[config.mk]
export PLATFORM = sky130hd
export DESIGN_NAME = rob_commit_unit_flat
export DESIGN_NICKNAME = d
export VERILOG_FILES = /design/src/rtl/rob_commit_unit_if.sv /design/src/rtl/rob_commit_unit.sv /design/src/flat_wrapper.sv
export SDC_FILE = /design/constraint.sdc
export NUM_CORES = 2
export LEC_CHECK = 0
export ABC_AREA = 1
export BUFFER_PORTS_ARGS = -buffer_cell sky130_fd_sc_hd__buf_2
export CORE_MARGIN = 3
export CORE_UTILIZATION = 40
export CTS_CLUSTER_DIAMETER = 200
export CTS_CLUSTER_SIZE = 25
export DETAILED_ROUTE_END_ITERATION = 16
export PLACE_DENSITY = 0.61
export SLEW_MARGIN = 15
export SYNTH_ARGS = -nofsm -noshare
export SYNTH_HDL_FRONTEND = slang
export SYNTH_SLANG_ARGS = --single-unit
[constraint.sdc]
create_clock -name clk_in -period 27.4 [get_ports clk_in]
set_clock_uncertainty 0.2 [all_clocks]
set_input_delay 2.74 -clock clk_in [delete_from_list [all_inputs] [get_ports clk_in]]
set_output_delay 2.74 -clock clk_in [all_outputs]
set_load 0.02 [all_outputs]
[src/rtl/rob_commit_unit_if.sv]
// Dispatcher, CDB and register-commit signals of the reorder buffer.
// The ROB takes the slave side; the surrounding pipeline (or a bench) takes the master side.
interface rob_commit_unit_if #(
  parameter int ROB_ID_W = 5
);
  logic                alloc_valid_from_dispatcher;
  logic [4:0]          alloc_rd_from_dispatcher;
  logic [31:0]         alloc_pc_from_dispatcher;
  logic                alloc_is_branch_from_dispatcher;
  logic                alloc_pred_taken_from_dispatcher;
  logic [ROB_ID_W-1:0] free_rob_id_to_dispatcher;
  logic                full_to_dispatcher;
  logic                cdb_valid;
  logic [ROB_ID_W-1:0] cdb_rob_id;
  logic [31:0]         cdb_value;
  logic                cdb_taken;
  logic [31:0]         cdb_target;
  logic [4:0]          rd_to_register;
  logic [31:0]         V_to_register;
  logic [ROB_ID_W-1:0] Q_to_register;
  logic                commit_flag_to_cdb;
  logic                rollback_flag_to_cdb;
  logic [31:0]         rollback_pc_to_fetcher;
  logic [31:0]         dbg_commit_pos;

  modport master (
    output alloc_valid_from_dispatcher, alloc_rd_from_dispatcher, alloc_pc_from_dispatcher,
           alloc_is_branch_from_dispatcher, alloc_pred_taken_from_dispatcher,
           cdb_valid, cdb_rob_id, cdb_value, cdb_taken, cdb_target,
    input  free_rob_id_to_dispatcher, full_to_dispatcher, rd_to_register, V_to_register,
           Q_to_register, commit_flag_to_cdb, rollback_flag_to_cdb, rollback_pc_to_fetcher,
           dbg_commit_pos
  );

  modport slave (
    input  alloc_valid_from_dispatcher, alloc_rd_from_dispatcher, alloc_pc_from_dispatcher,
           alloc_is_branch_from_dispatcher, alloc_pred_taken_from_dispatcher,
           cdb_valid, cdb_rob_id, cdb_value, cdb_taken, cdb_target,
    output free_rob_id_to_dispatcher, full_to_dispatcher, rd_to_register, V_to_register,
           Q_to_register, commit_flag_to_cdb, rollback_flag_to_cdb, rollback_pc_to_fetcher,
           dbg_commit_pos
  );
endinterface

[src/rtl/rob_commit_unit.sv]
// In-order reorder buffer: allocates at tail, captures CDB results, retires the head in order.
// Optional ROB_COMMIT_TRACE_EN adds a commit counter and simulation trace of commits/rollbacks.
module rob_commit_unit #(
  parameter int ROB_SIZE = 16,
  parameter int ROB_ID_W = 5
) (
  input  logic             clk_in,
  input  logic             rst_in,
  input  logic             rdy_in,
  rob_commit_unit_if.slave bus
);
  localparam int IDX_W = $clog2(ROB_SIZE);
  localparam int CNT_W = IDX_W + 1;

  logic [IDX_W-1:0]    head_q, head_d, tail_q, tail_d;
  logic [CNT_W-1:0]    count_q, count_d;
  logic [ROB_SIZE-1:0] busy_q, busy_d, ready_q, ready_d;
  logic [ROB_SIZE-1:0] is_branch_q, is_branch_d, pred_taken_q, pred_taken_d, taken_q, taken_d;
  logic [4:0]          rd_q     [ROB_SIZE];
  logic [4:0]          rd_d     [ROB_SIZE];
  logic [31:0]         pc_q     [ROB_SIZE];
  logic [31:0]         pc_d     [ROB_SIZE];
  logic [31:0]         value_q  [ROB_SIZE];
  logic [31:0]         value_d  [ROB_SIZE];
  logic [31:0]         target_q [ROB_SIZE];
  logic [31:0]         target_d [ROB_SIZE];

  logic                commit_flag_q, commit_flag_d, rollback_flag_q, rollback_flag_d;
  logic [4:0]          commit_rd_q, commit_rd_d;
  logic [31:0]         commit_v_q, commit_v_d, commit_pc_q, commit_pc_d;
  logic [31:0]         rollback_pc_q, rollback_pc_d;
  logic [ROB_ID_W-1:0] commit_id_q, commit_id_d;

  logic                full, commit, mispredict, alloc_acc, cdb_hit;
  logic [IDX_W-1:0]    cdb_idx;

  assign full       = (count_q == CNT_W'(ROB_SIZE));
  assign commit     = (count_q != '0) && ready_q[head_q];
  assign mispredict = commit && is_branch_q[head_q] && (taken_q[head_q] != pred_taken_q[head_q]);
  assign alloc_acc  = bus.alloc_valid_from_dispatcher && !full && !mispredict;
  assign cdb_idx    = IDX_W'(bus.cdb_rob_id - ROB_ID_W'(1));
  assign cdb_hit    = bus.cdb_valid && (bus.cdb_rob_id != '0) &&
                      (bus.cdb_rob_id <= ROB_ID_W'(ROB_SIZE)) && busy_q[cdb_idx];

  always_comb begin
    head_d          = head_q;
    tail_d          = tail_q;
    busy_d          = busy_q;
    ready_d         = ready_q;
    is_branch_d     = is_branch_q;
    pred_taken_d    = pred_taken_q;
    taken_d         = taken_q;
    rd_d            = rd_q;
    pc_d            = pc_q;
    value_d         = value_q;
    target_d        = target_q;
    commit_flag_d   = commit;
    rollback_flag_d = mispredict;
    commit_rd_d     = '0;
    commit_v_d      = '0;
    commit_id_d     = '0;
    commit_pc_d     = commit_pc_q;
    rollback_pc_d   = rollback_pc_q;

    if (cdb_hit) begin
      ready_d[cdb_idx]  = 1'b1;
      value_d[cdb_idx]  = bus.cdb_value;
      taken_d[cdb_idx]  = bus.cdb_taken;
      target_d[cdb_idx] = bus.cdb_target;
    end

    if (alloc_acc) begin
      busy_d[tail_q]       = 1'b1;
      ready_d[tail_q]      = 1'b0;
      rd_d[tail_q]         = bus.alloc_rd_from_dispatcher;
      pc_d[tail_q]         = bus.alloc_pc_from_dispatcher;
      is_branch_d[tail_q]  = bus.alloc_is_branch_from_dispatcher;
      pred_taken_d[tail_q] = bus.alloc_pred_taken_from_dispatcher;
      tail_d               = tail_q + 1'b1;
    end

    if (commit) begin
      busy_d[head_q]  = 1'b0;
      ready_d[head_q] = 1'b0;
      head_d          = head_q + 1'b1;
      commit_rd_d     = rd_q[head_q];
      commit_v_d      = value_q[head_q];
      commit_id_d     = ROB_ID_W'(head_q) + ROB_ID_W'(1);
      commit_pc_d     = pc_q[head_q];
    end

    count_d = count_q + CNT_W'(alloc_acc) - CNT_W'(commit);

    // A mispredicted head flushes everything younger, winning over alloc and CDB capture.
    if (mispredict) begin
      rollback_pc_d = taken_q[head_q] ? target_q[head_q] : pc_q[head_q] + 32'd4;
      busy_d        = '0;
      ready_d       = '0;
      head_d        = '0;
      tail_d        = '0;
      count_d       = '0;
    end
  end

  always_ff @(posedge clk_in) begin
    if (!rst_in) begin
      head_q          <= '0;
      tail_q          <= '0;
      count_q         <= '0;
      busy_q          <= '0;
      ready_q         <= '0;
      commit_flag_q   <= 1'b0;
      rollback_flag_q <= 1'b0;
      commit_rd_q     <= '0;
      commit_v_q      <= '0;
      commit_id_q     <= '0;
      commit_pc_q     <= '0;
      rollback_pc_q   <= '0;
    end else if (rdy_in) begin
      head_q          <= head_d;
      tail_q          <= tail_d;
      count_q         <= count_d;
      busy_q          <= busy_d;
      ready_q         <= ready_d;
      commit_flag_q   <= commit_flag_d;
      rollback_flag_q <= rollback_flag_d;
      commit_rd_q     <= commit_rd_d;
      commit_v_q      <= commit_v_d;
      commit_id_q     <= commit_id_d;
      commit_pc_q     <= commit_pc_d;
      rollback_pc_q   <= rollback_pc_d;
    end else begin
      commit_flag_q   <= 1'b0;
      rollback_flag_q <= 1'b0;
    end
  end

  // Entry payload needs no reset: busy/ready gate every use of it.
  always_ff @(posedge clk_in) begin
    if (rst_in && rdy_in) begin
      is_branch_q  <= is_branch_d;
      pred_taken_q <= pred_taken_d;
      taken_q      <= taken_d;
      rd_q         <= rd_d;
      pc_q         <= pc_d;
      value_q      <= value_d;
      target_q     <= target_d;
    end
  end

  assign bus.free_rob_id_to_dispatcher = ROB_ID_W'(tail_q) + ROB_ID_W'(1);
  assign bus.full_to_dispatcher        = full;
  assign bus.commit_flag_to_cdb        = commit_flag_q & rdy_in;
  assign bus.rollback_flag_to_cdb      = rollback_flag_q & rdy_in;
  assign bus.rd_to_register            = commit_rd_q;
  assign bus.V_to_register             = commit_v_q;
  assign bus.Q_to_register             = commit_id_q;
  assign bus.rollback_pc_to_fetcher    = rollback_pc_q;
  assign bus.dbg_commit_pos            = commit_pc_q;

`ifdef ROB_COMMIT_TRACE_EN
  logic [31:0] commit_cnt_q;

  always_ff @(posedge clk_in) begin
    if (!rst_in) begin
      commit_cnt_q <= '0;
    end else if (rdy_in && commit) begin
      commit_cnt_q <= commit_cnt_q + 32'd1;
      $display("rob commit #%0d pc=%08h rd=%0d value=%08h",
               commit_cnt_q + 32'd1, pc_q[head_q], rd_q[head_q], value_q[head_q]);
      if (mispredict) begin
        $display("rob rollback redirect pc=%08h", rollback_pc_d);
      end
    end
  end
`endif
endmodule
[src/flat_wrapper.sv]
// flat-port wrapper written by rule: the top's interface ports become plain ports
module rob_commit_unit_flat 
#(
  parameter int ROB_SIZE = 16,
  parameter int ROB_ID_W = 5
)
  (clk_in, rst_in, rdy_in, bus_alloc_valid_from_dispatcher, bus_alloc_rd_from_dispatcher, bus_alloc_pc_from_dispatcher, bus_alloc_is_branch_from_dispatcher, bus_alloc_pred_taken_from_dispatcher, bus_cdb_valid, bus_cdb_rob_id, bus_cdb_value, bus_cdb_taken, bus_cdb_target, bus_free_rob_id_to_dispatcher, bus_full_to_dispatcher, bus_rd_to_register, bus_V_to_register, bus_Q_to_register, bus_commit_flag_to_cdb, bus_rollback_flag_to_cdb, bus_rollback_pc_to_fetcher, bus_dbg_commit_pos);
  rob_commit_unit_if #(.ROB_ID_W(ROB_ID_W)) bus_i ();
  input  logic clk_in;
  input  logic rst_in;
  input  logic rdy_in;
  input wire logic [$bits(bus_i.alloc_valid_from_dispatcher)-1:0] bus_alloc_valid_from_dispatcher;
  input wire logic [$bits(bus_i.alloc_rd_from_dispatcher)-1:0] bus_alloc_rd_from_dispatcher;
  input wire logic [$bits(bus_i.alloc_pc_from_dispatcher)-1:0] bus_alloc_pc_from_dispatcher;
  input wire logic [$bits(bus_i.alloc_is_branch_from_dispatcher)-1:0] bus_alloc_is_branch_from_dispatcher;
  input wire logic [$bits(bus_i.alloc_pred_taken_from_dispatcher)-1:0] bus_alloc_pred_taken_from_dispatcher;
  input wire logic [$bits(bus_i.cdb_valid)-1:0] bus_cdb_valid;
  input wire logic [$bits(bus_i.cdb_rob_id)-1:0] bus_cdb_rob_id;
  input wire logic [$bits(bus_i.cdb_value)-1:0] bus_cdb_value;
  input wire logic [$bits(bus_i.cdb_taken)-1:0] bus_cdb_taken;
  input wire logic [$bits(bus_i.cdb_target)-1:0] bus_cdb_target;
  output wire logic [$bits(bus_i.free_rob_id_to_dispatcher)-1:0] bus_free_rob_id_to_dispatcher;
  output wire logic [$bits(bus_i.full_to_dispatcher)-1:0] bus_full_to_dispatcher;
  output wire logic [$bits(bus_i.rd_to_register)-1:0] bus_rd_to_register;
  output wire logic [$bits(bus_i.V_to_register)-1:0] bus_V_to_register;
  output wire logic [$bits(bus_i.Q_to_register)-1:0] bus_Q_to_register;
  output wire logic [$bits(bus_i.commit_flag_to_cdb)-1:0] bus_commit_flag_to_cdb;
  output wire logic [$bits(bus_i.rollback_flag_to_cdb)-1:0] bus_rollback_flag_to_cdb;
  output wire logic [$bits(bus_i.rollback_pc_to_fetcher)-1:0] bus_rollback_pc_to_fetcher;
  output wire logic [$bits(bus_i.dbg_commit_pos)-1:0] bus_dbg_commit_pos;
  assign bus_i.alloc_valid_from_dispatcher = bus_alloc_valid_from_dispatcher;
  assign bus_i.alloc_rd_from_dispatcher = bus_alloc_rd_from_dispatcher;
  assign bus_i.alloc_pc_from_dispatcher = bus_alloc_pc_from_dispatcher;
  assign bus_i.alloc_is_branch_from_dispatcher = bus_alloc_is_branch_from_dispatcher;
  assign bus_i.alloc_pred_taken_from_dispatcher = bus_alloc_pred_taken_from_dispatcher;
  assign bus_i.cdb_valid = bus_cdb_valid;
  assign bus_i.cdb_rob_id = bus_cdb_rob_id;
  assign bus_i.cdb_value = bus_cdb_value;
  assign bus_i.cdb_taken = bus_cdb_taken;
  assign bus_i.cdb_target = bus_cdb_target;
  assign bus_free_rob_id_to_dispatcher = bus_i.free_rob_id_to_dispatcher;
  assign bus_full_to_dispatcher = bus_i.full_to_dispatcher;
  assign bus_rd_to_register = bus_i.rd_to_register;
  assign bus_V_to_register = bus_i.V_to_register;
  assign bus_Q_to_register = bus_i.Q_to_register;
  assign bus_commit_flag_to_cdb = bus_i.commit_flag_to_cdb;
  assign bus_rollback_flag_to_cdb = bus_i.rollback_flag_to_cdb;
  assign bus_rollback_pc_to_fetcher = bus_i.rollback_pc_to_fetcher;
  assign bus_dbg_commit_pos = bus_i.dbg_commit_pos;
  rob_commit_unit #(.ROB_SIZE(ROB_SIZE), .ROB_ID_W(ROB_ID_W)) u_core (.clk_in(clk_in), .rst_in(rst_in), .rdy_in(rdy_in), .bus(bus_i));
endmodule
# After elaboration in Yosys (flattened, before gate mapping)
# Cells that the tools add are included.
# totals
regBits	1817
input_bits	114
out_inout_bits	114
word_cells	197
# op_classes
addsub	8
n_lt_le_gt_ge	12
eq_ne	2
mux	57
bitwise	12
reduce_logical	27
# ops
op	count
$bwmux W512	3
$bmux W32 S4	3
$mux W32	10
$demux W32 S4	2
$mux W16	7
$bwmux W80	1
$and A16 B16 Y16	3
$bwmux W16	3
$add A32 B3 Y32 const B	1
$not A16 Y16	2
$or A16 B16 Y16	2
$mux W5	6
$bmux W1 S4	5
$bmux W5 S4	1
$demux W5 S4	1
$mux W4	4
$ge A5 B5 Y1 const B	3
$lt A4 B5 Y1 const B	3
$not A4 Y5	3
$logic_and A1 B1 Y1	14
$reduce_and A2 Y1	7
$demux W1 S4	3
$ge A4 B1 Y1 const B	3
$add A4 B1 Y5 const B	2
13 further kinds	26

# Logic depth before layout (Yosys ltp)
# depth
ltp_word	12
depth_mapped	22
ltp_nobuf	18

# Least setup slack after synthesis
# Ideal clock, no wire load.
# synth_path
kind	in2reg
startpoint	input port bus_cdb_rob_id[0]
endpoint	register u_core.taken_q[12], enable pin
setup_time_ns	0.649
arrival_time_ns	10.197
slack_ns	16.354
stages	11
path_buffers	0
path_cell_list	inv_1 ha_1 nand2_1 inv_1 nor2_1 inv_1 o211ai_1 nand3_1 inv_1 nand2_1 nor4_1
# synth_between
elab_chain_cells	5
elab_cells_between_ends	9
cone_classes	1 x add/sub; 1 x order compare; 2 x mux; 5 x reduce/logical
# synth_rtl
item	line	text
start: declaration	flat_wrapper.sv:18	input wire logic [$bits(bus_i.cdb_rob_id)-1:0] bus_cdb_rob_id;
$sub A4 B1 Y4 / $reduce_bool A5 Y1 (equally long branches)	rob_commit_unit.sv:41, rob_commit_unit.sv:42	
$bmux W1 S4 / $logic_and A1 B1 Y1 (equally long branches)	rob_commit_unit.sv:43, rob_commit_unit.sv:42	
$mux W1 (not written as such) / $logic_and A1 B1 Y1 (equally long branches)	rob_commit_unit.sv:43, rob_commit_unit.sv:42	
$logic_and A1 B1 Y1 *	rob_commit_unit.sv:43	(bus.cdb_rob_id <= ROB_ID_W'(ROB_SIZE)) && busy_q[cdb_idx];
$reduce_and A2 Y1 (no source line) *	--	
end signal: assignment	rob_commit_unit.sv:143	taken_q <= taken_d;
end: declaration	rob_commit_unit.sv:18	logic [ROB_SIZE-1:0] is_branch_q, is_branch_d, pred_taken_q, pred_taken_d, taken_q, taken_d;
# Every way passes the cells marked *; elsewhere a longest branch is shown, timed or not. The select of a mux whose other input is x is not followed.
# A chain may end at the register's enable or synchronous reset.

# Final worst setup path
# layout_path
startpoint	input port bus_cdb_rob_id[0]
endpoint	register u_core.value_q[476] (netlist bit), enable pin
# layout_between
elab_chain_cells	5
elab_cells_between_ends	9
cone_classes	1 x add/sub; 1 x order compare; 2 x mux; 5 x reduce/logical
# layout_rtl
item	line	text
$sub A4 B1 Y4 / $reduce_bool A5 Y1 (equally long branches)	rob_commit_unit.sv:41, rob_commit_unit.sv:42	
$bmux W1 S4 / $logic_and A1 B1 Y1 (equally long branches)	rob_commit_unit.sv:43, rob_commit_unit.sv:42	
$mux W1 (not written as such) / $logic_and A1 B1 Y1 (equally long branches)	rob_commit_unit.sv:43, rob_commit_unit.sv:42	
$logic_and A1 B1 Y1 *	rob_commit_unit.sv:43	
$reduce_and A2 Y1 (no source line) *	--	
end signal: assignment	rob_commit_unit.sv:146	value_q <= value_d;
end: declaration	rob_commit_unit.sv:23	logic [31:0] value_q [ROB_SIZE];
# Marks and branches as above.

==> impl_metrics.sql <==
INSERT INTO impl_metrics (metric_group, metric, value, unit) VALUES
('run_status', 'status', 'complete, no violations', ''),
('clocking', 'holdBufCountCts', '0', ''),
('worst_hold_path', 'instance_count_along_the_most_critical_hold_path', '2', ''),
('clocking', 'cts_tree', 'done', ''),
('detailed_routing', 'routed_wirelength', '208000', 'um'),
('die', 'die_w', '438', 'um'),
('global_route', 'globalRouteTotalUtil', '21.2', '%'),
('yosys', 'synth_area', '0.0746', 'sq mm'),
('clocking', 'cts_root_buf', 'sky130_fd_sc_hd__clkbuf_16', ''),
('yosys', 'synth_enable_flop_cells', '1664', ''),
('place', 'detailedPlace.worstSlack', '19.94', 'ns'),
('final_layout', 'area_delta_synth_final', '7.72', '%'),
('clocking', 'clock_tree.htree_level_count', '3', ''),
('final_layout', 'multi_input_area', '0.0180', 'sq mm'),
('timing', 'timing.max_slew.rel_slack', '19.1', '%'),
('worst_setup_path', 'end_kind', 'flop', ''),
('timing', 'clock.fmax', '0.148', 'GHz'),
('place', 'port-buffer-count', '227', ''),
('global_route', 'grt_max_degree', '263', ''),
('worst_setup_path', 'crit_path_max_fanout', '56', ''),
('yosys', 'ys.warnings.count', '0', ''),
('power_and_ir_drop', 'leakagePower', '29.5', 'nW'),
('global_route', 'initial_antenna_violation_count', '38', ''),
('timing', 'finalSetupViolations', '0', ''),
('clocking', 'cts.path.max_buffers', '3', ''),
('clocking', 'cts_inserted_buffers', '83', ''),
('worst_setup_path', 'critPathRequiredTime', '27.57', 'ns'),
('final_layout', 'fillers', '17100', ''),
('yosys', 'netlist.top_cell.by_area', 'sky130_fd_sc_hd__edfxtp_1', ''),
('yosys', 'postSynthNetCount', '6667', ''),
('detailed_routing', 'drt-wirelength-per-cell', '22.9', 'um'),
('global_route', 'grt_pass1_vias', '45600', ''),
('detailed_routing', 'drcViolationCount', '0', ''),
('yosys', 'asyncSetResetFlopFracSynth', '0', '%'),
('clocking', 'clk_latency', '0.75', 'ns'),
('timing', 'fin_setup_tns', '0', 'ns'),
('worst_setup_path', 'timing_worst_setup_path_type', 'in2reg', ''),
('worst_hold_path', 'whs_endpoint', 'u_core.bus.V_to_register[3]', ''),
('worst_setup_path', 'critPathLaunchType', 'input port', ''),
('yosys', 'synthDistinctLibCells', '44', ''),
('final_layout', 'post_route_cells_drive_above_1_share', '7.42', '%'),
('global_route', 'grt_pass1_wl', '305000', 'um'),
('detailed_routing', 'antenna_left', '0', ''),
('yosys', 'synth_cells', '6533', ''),
('clocking', 'post_cts.resized_instances', '0', ''),
('die', 'std_cell_rows', '157', ''),
('yosys', 'ys_ff_latch', '1817', ''),
('detailed_routing', 'drt_pre_antenna_iters', '6', ''),
('die', 'initial_util', '40.5', '%'),
('worst_setup_path', 'timing.rr.start', 'u_core.head_q[0]', ''),
('die', 'core_region_area', '0.184', 'sq mm'),
('worst_setup_path', 'worst_ep_arrival_time', '6.91', 'ns'),
('worst_setup_path', 'worstReg2RegEnd', 'u_core.pc_q[188]', ''),
('final_layout', 'nNetsFinal', '6678', ''),
('power_and_ir_drop', 'vdd_ir_drop_max', '0.0542', 'mV'),
('timing', 'post-route-min-period', '6.74', 'ns'),
('clocking', 'cts.clk_slew.worst_paths', '0.10', 'ns'),
('final_layout', 'layout.cells.most_common_list', 'sky130_fd_sc_hd__nand2_1 (1743), sky130_fd_sc_hd__edfxtp_1 (1664), sky130_fd_sc_hd__nor2_1 (486), sky130_fd_sc_hd__inv_1 (486), sky130_fd_sc_hd__o21ai_0 (401)', ''),
('final_layout', 'area.sequential', '0.0530', 'sq mm'),
('yosys', 'post_synthesis_sequential_area_ratio', '71.1', '%'),
('clocking', 'cts_sinks', '1817', ''),
('timing', 'slew_viol_final', '0', ''),
('timing', 'hold_viol', '0', ''),
('final_layout', 'most_common_cell_after_layout_fill_and_taps_aside', 'sky130_fd_sc_hd__nand2_1', ''),
('detailed_routing', 'avgViaCountPerCell', '5.38', ''),
('power_and_ir_drop', 'p_total', '4.60', 'mW'),
('timing', 'post-route-period-util', '24.6', '%'),
('detailed_routing', 'drt-initial-drc-count', '5386', ''),
('worst_hold_path', 'min_path_type', 'reg2reg', ''),
('yosys', 'yosys.area.top_type_share', '67.0', '%'),
('timing', 'setup_repair_after_global_routing_missed_its_margin', 'false', '');
==> metal layers <==
layer	vias up	wire, um	track usage (%)
met2	1760	98000	34.0
met1	24200	88200	29.1
met4	12	7740	7.78
met5	-	80	0
li1	22600	-	-
met3	300	14000	3.32
==> critical path, stage by stage <==
cell                       delay [ns]
sky130_fd_sc_hd__buf_2           0.23
sky130_fd_sc_hd__inv_1           0.16
sky130_fd_sc_hd__ha_1            0.32
sky130_fd_sc_hd__nand2_1         0.10
sky130_fd_sc_hd__inv_1           0.05
sky130_fd_sc_hd__nor2_1          0.20
sky130_fd_sc_hd__inv_1           0.17
sky130_fd_sc_hd__o211ai_1        0.20
sky130_fd_sc_hd__nand3_1         0.23
sky130_fd_sc_hd__inv_1           0.17
sky130_fd_sc_hd__nand2_1         0.45
sky130_fd_sc_hd__nor3_2          0.84
sky130_fd_sc_hd__buf_4           0.96
==> registers in the layout, indices dropped and copies added, names as in the netlist, 32 cells and up <==
| signal | count |
|---|---|
| u_core.bus.rollback_pc_to_fetcher | 32 |
| u_core.bus.V_to_register | 32 |
| u_core.pc_q | 512 |
| u_core.rd_q | 80 |
| u_core.value_q | 512 |
| u_core.bus.dbg_commit_pos | 32 |
| u_core.target_q | 512 |
==> cell usage after synthesis (29+ instances only) <==
master	count
sky130_fd_sc_hd__nand2_1	1745
sky130_fd_sc_hd__edfxtp_1	1664
sky130_fd_sc_hd__nor2_1	509
sky130_fd_sc_hd__inv_1	488
sky130_fd_sc_hd__o21ai_0	401
sky130_fd_sc_hd__a21oi_1	370
sky130_fd_sc_hd__nand3_1	267
sky130_fd_sc_hd__buf_2	155
sky130_fd_sc_hd__dfxtp_1	153
sky130_fd_sc_hd__o22ai_1	144
sky130_fd_sc_hd__clkbuf_1	140
sky130_fd_sc_hd__a32o_1	84
sky130_fd_sc_hd__a22oi_1	65
sky130_fd_sc_hd__nand4_1	41
sky130_fd_sc_hd__buf_4	37
sky130_fd_sc_hd__o211ai_1	31
sky130_fd_sc_hd__o31ai_1	29
==> metrics by stage <==
stage	std cells	hold WS [ns]	cell area, sq um	util, %
global route	9088	0.279	80300	43.6
CTS	9077	0.261	80300	43.6
detailed placement	8923	0.239	77800	42.2
finish	9094	0.265	80400	43.6
floorplan	6533	0.226	74600	-
global placement	8923	0.239	77800	42.2
==> final cells by class <==
cell class | instances | share of cell area (%)
inverter | 505 | 2.39
sequential | 1817 | 66.0
antenna | 17 | 0.0529
multi-input combinational | 3833 | 22.4
tap | 2464 | 3.84
timing repair buffer | 304 | 2.25
clock buffer | 146 | 2.88
clock inverter | 8 | 0.193
==> power breakdown <==
part | switching, mW | total (mW) | internal (mW)
logic | 0.0919 | 0.115 | 0.0229
registers | 0.00281 | 3.03 | 3.03
clock network | 0.860 | 1.45 | 0.592
==> cell families (layout without fill, tap and decap cells) <==
logic type	Yosys count	in the layout	synth area share, %
other	0	17	0
flip-flops	1817	1817	71.1
adder cells (fa/ha/maj)	20	20	0.346
buffers and inverters	883	963	5.13
AO/OA/AOI/OAI	1178	1178	9.24
XOR/XNOR	18	18	0.221
AND/OR/NAND/NOR	2617	2617	14.0
==> worst max-delay path by stage <==
stage,startpoint,to,slack [ns],cells after the start
after floorplan,bus_cdb_rob_id[0],u_core.taken_q[12],16.35,11
after global placement,bus_cdb_rob_id[0],u_core.value_q[452],20.02,13
after detailed placement,bus_cdb_rob_id[0],u_core.value_q[452],19.94,13
after CTS,bus_cdb_rob_id[0],u_core.target_q[449],20.75,13
after global routing,bus_cdb_rob_id[0],u_core.value_q[449],20.25,13
final,bus_cdb_rob_id[0],u_core.value_q[476],20.66,13
(Power assumes the default switching activity.)
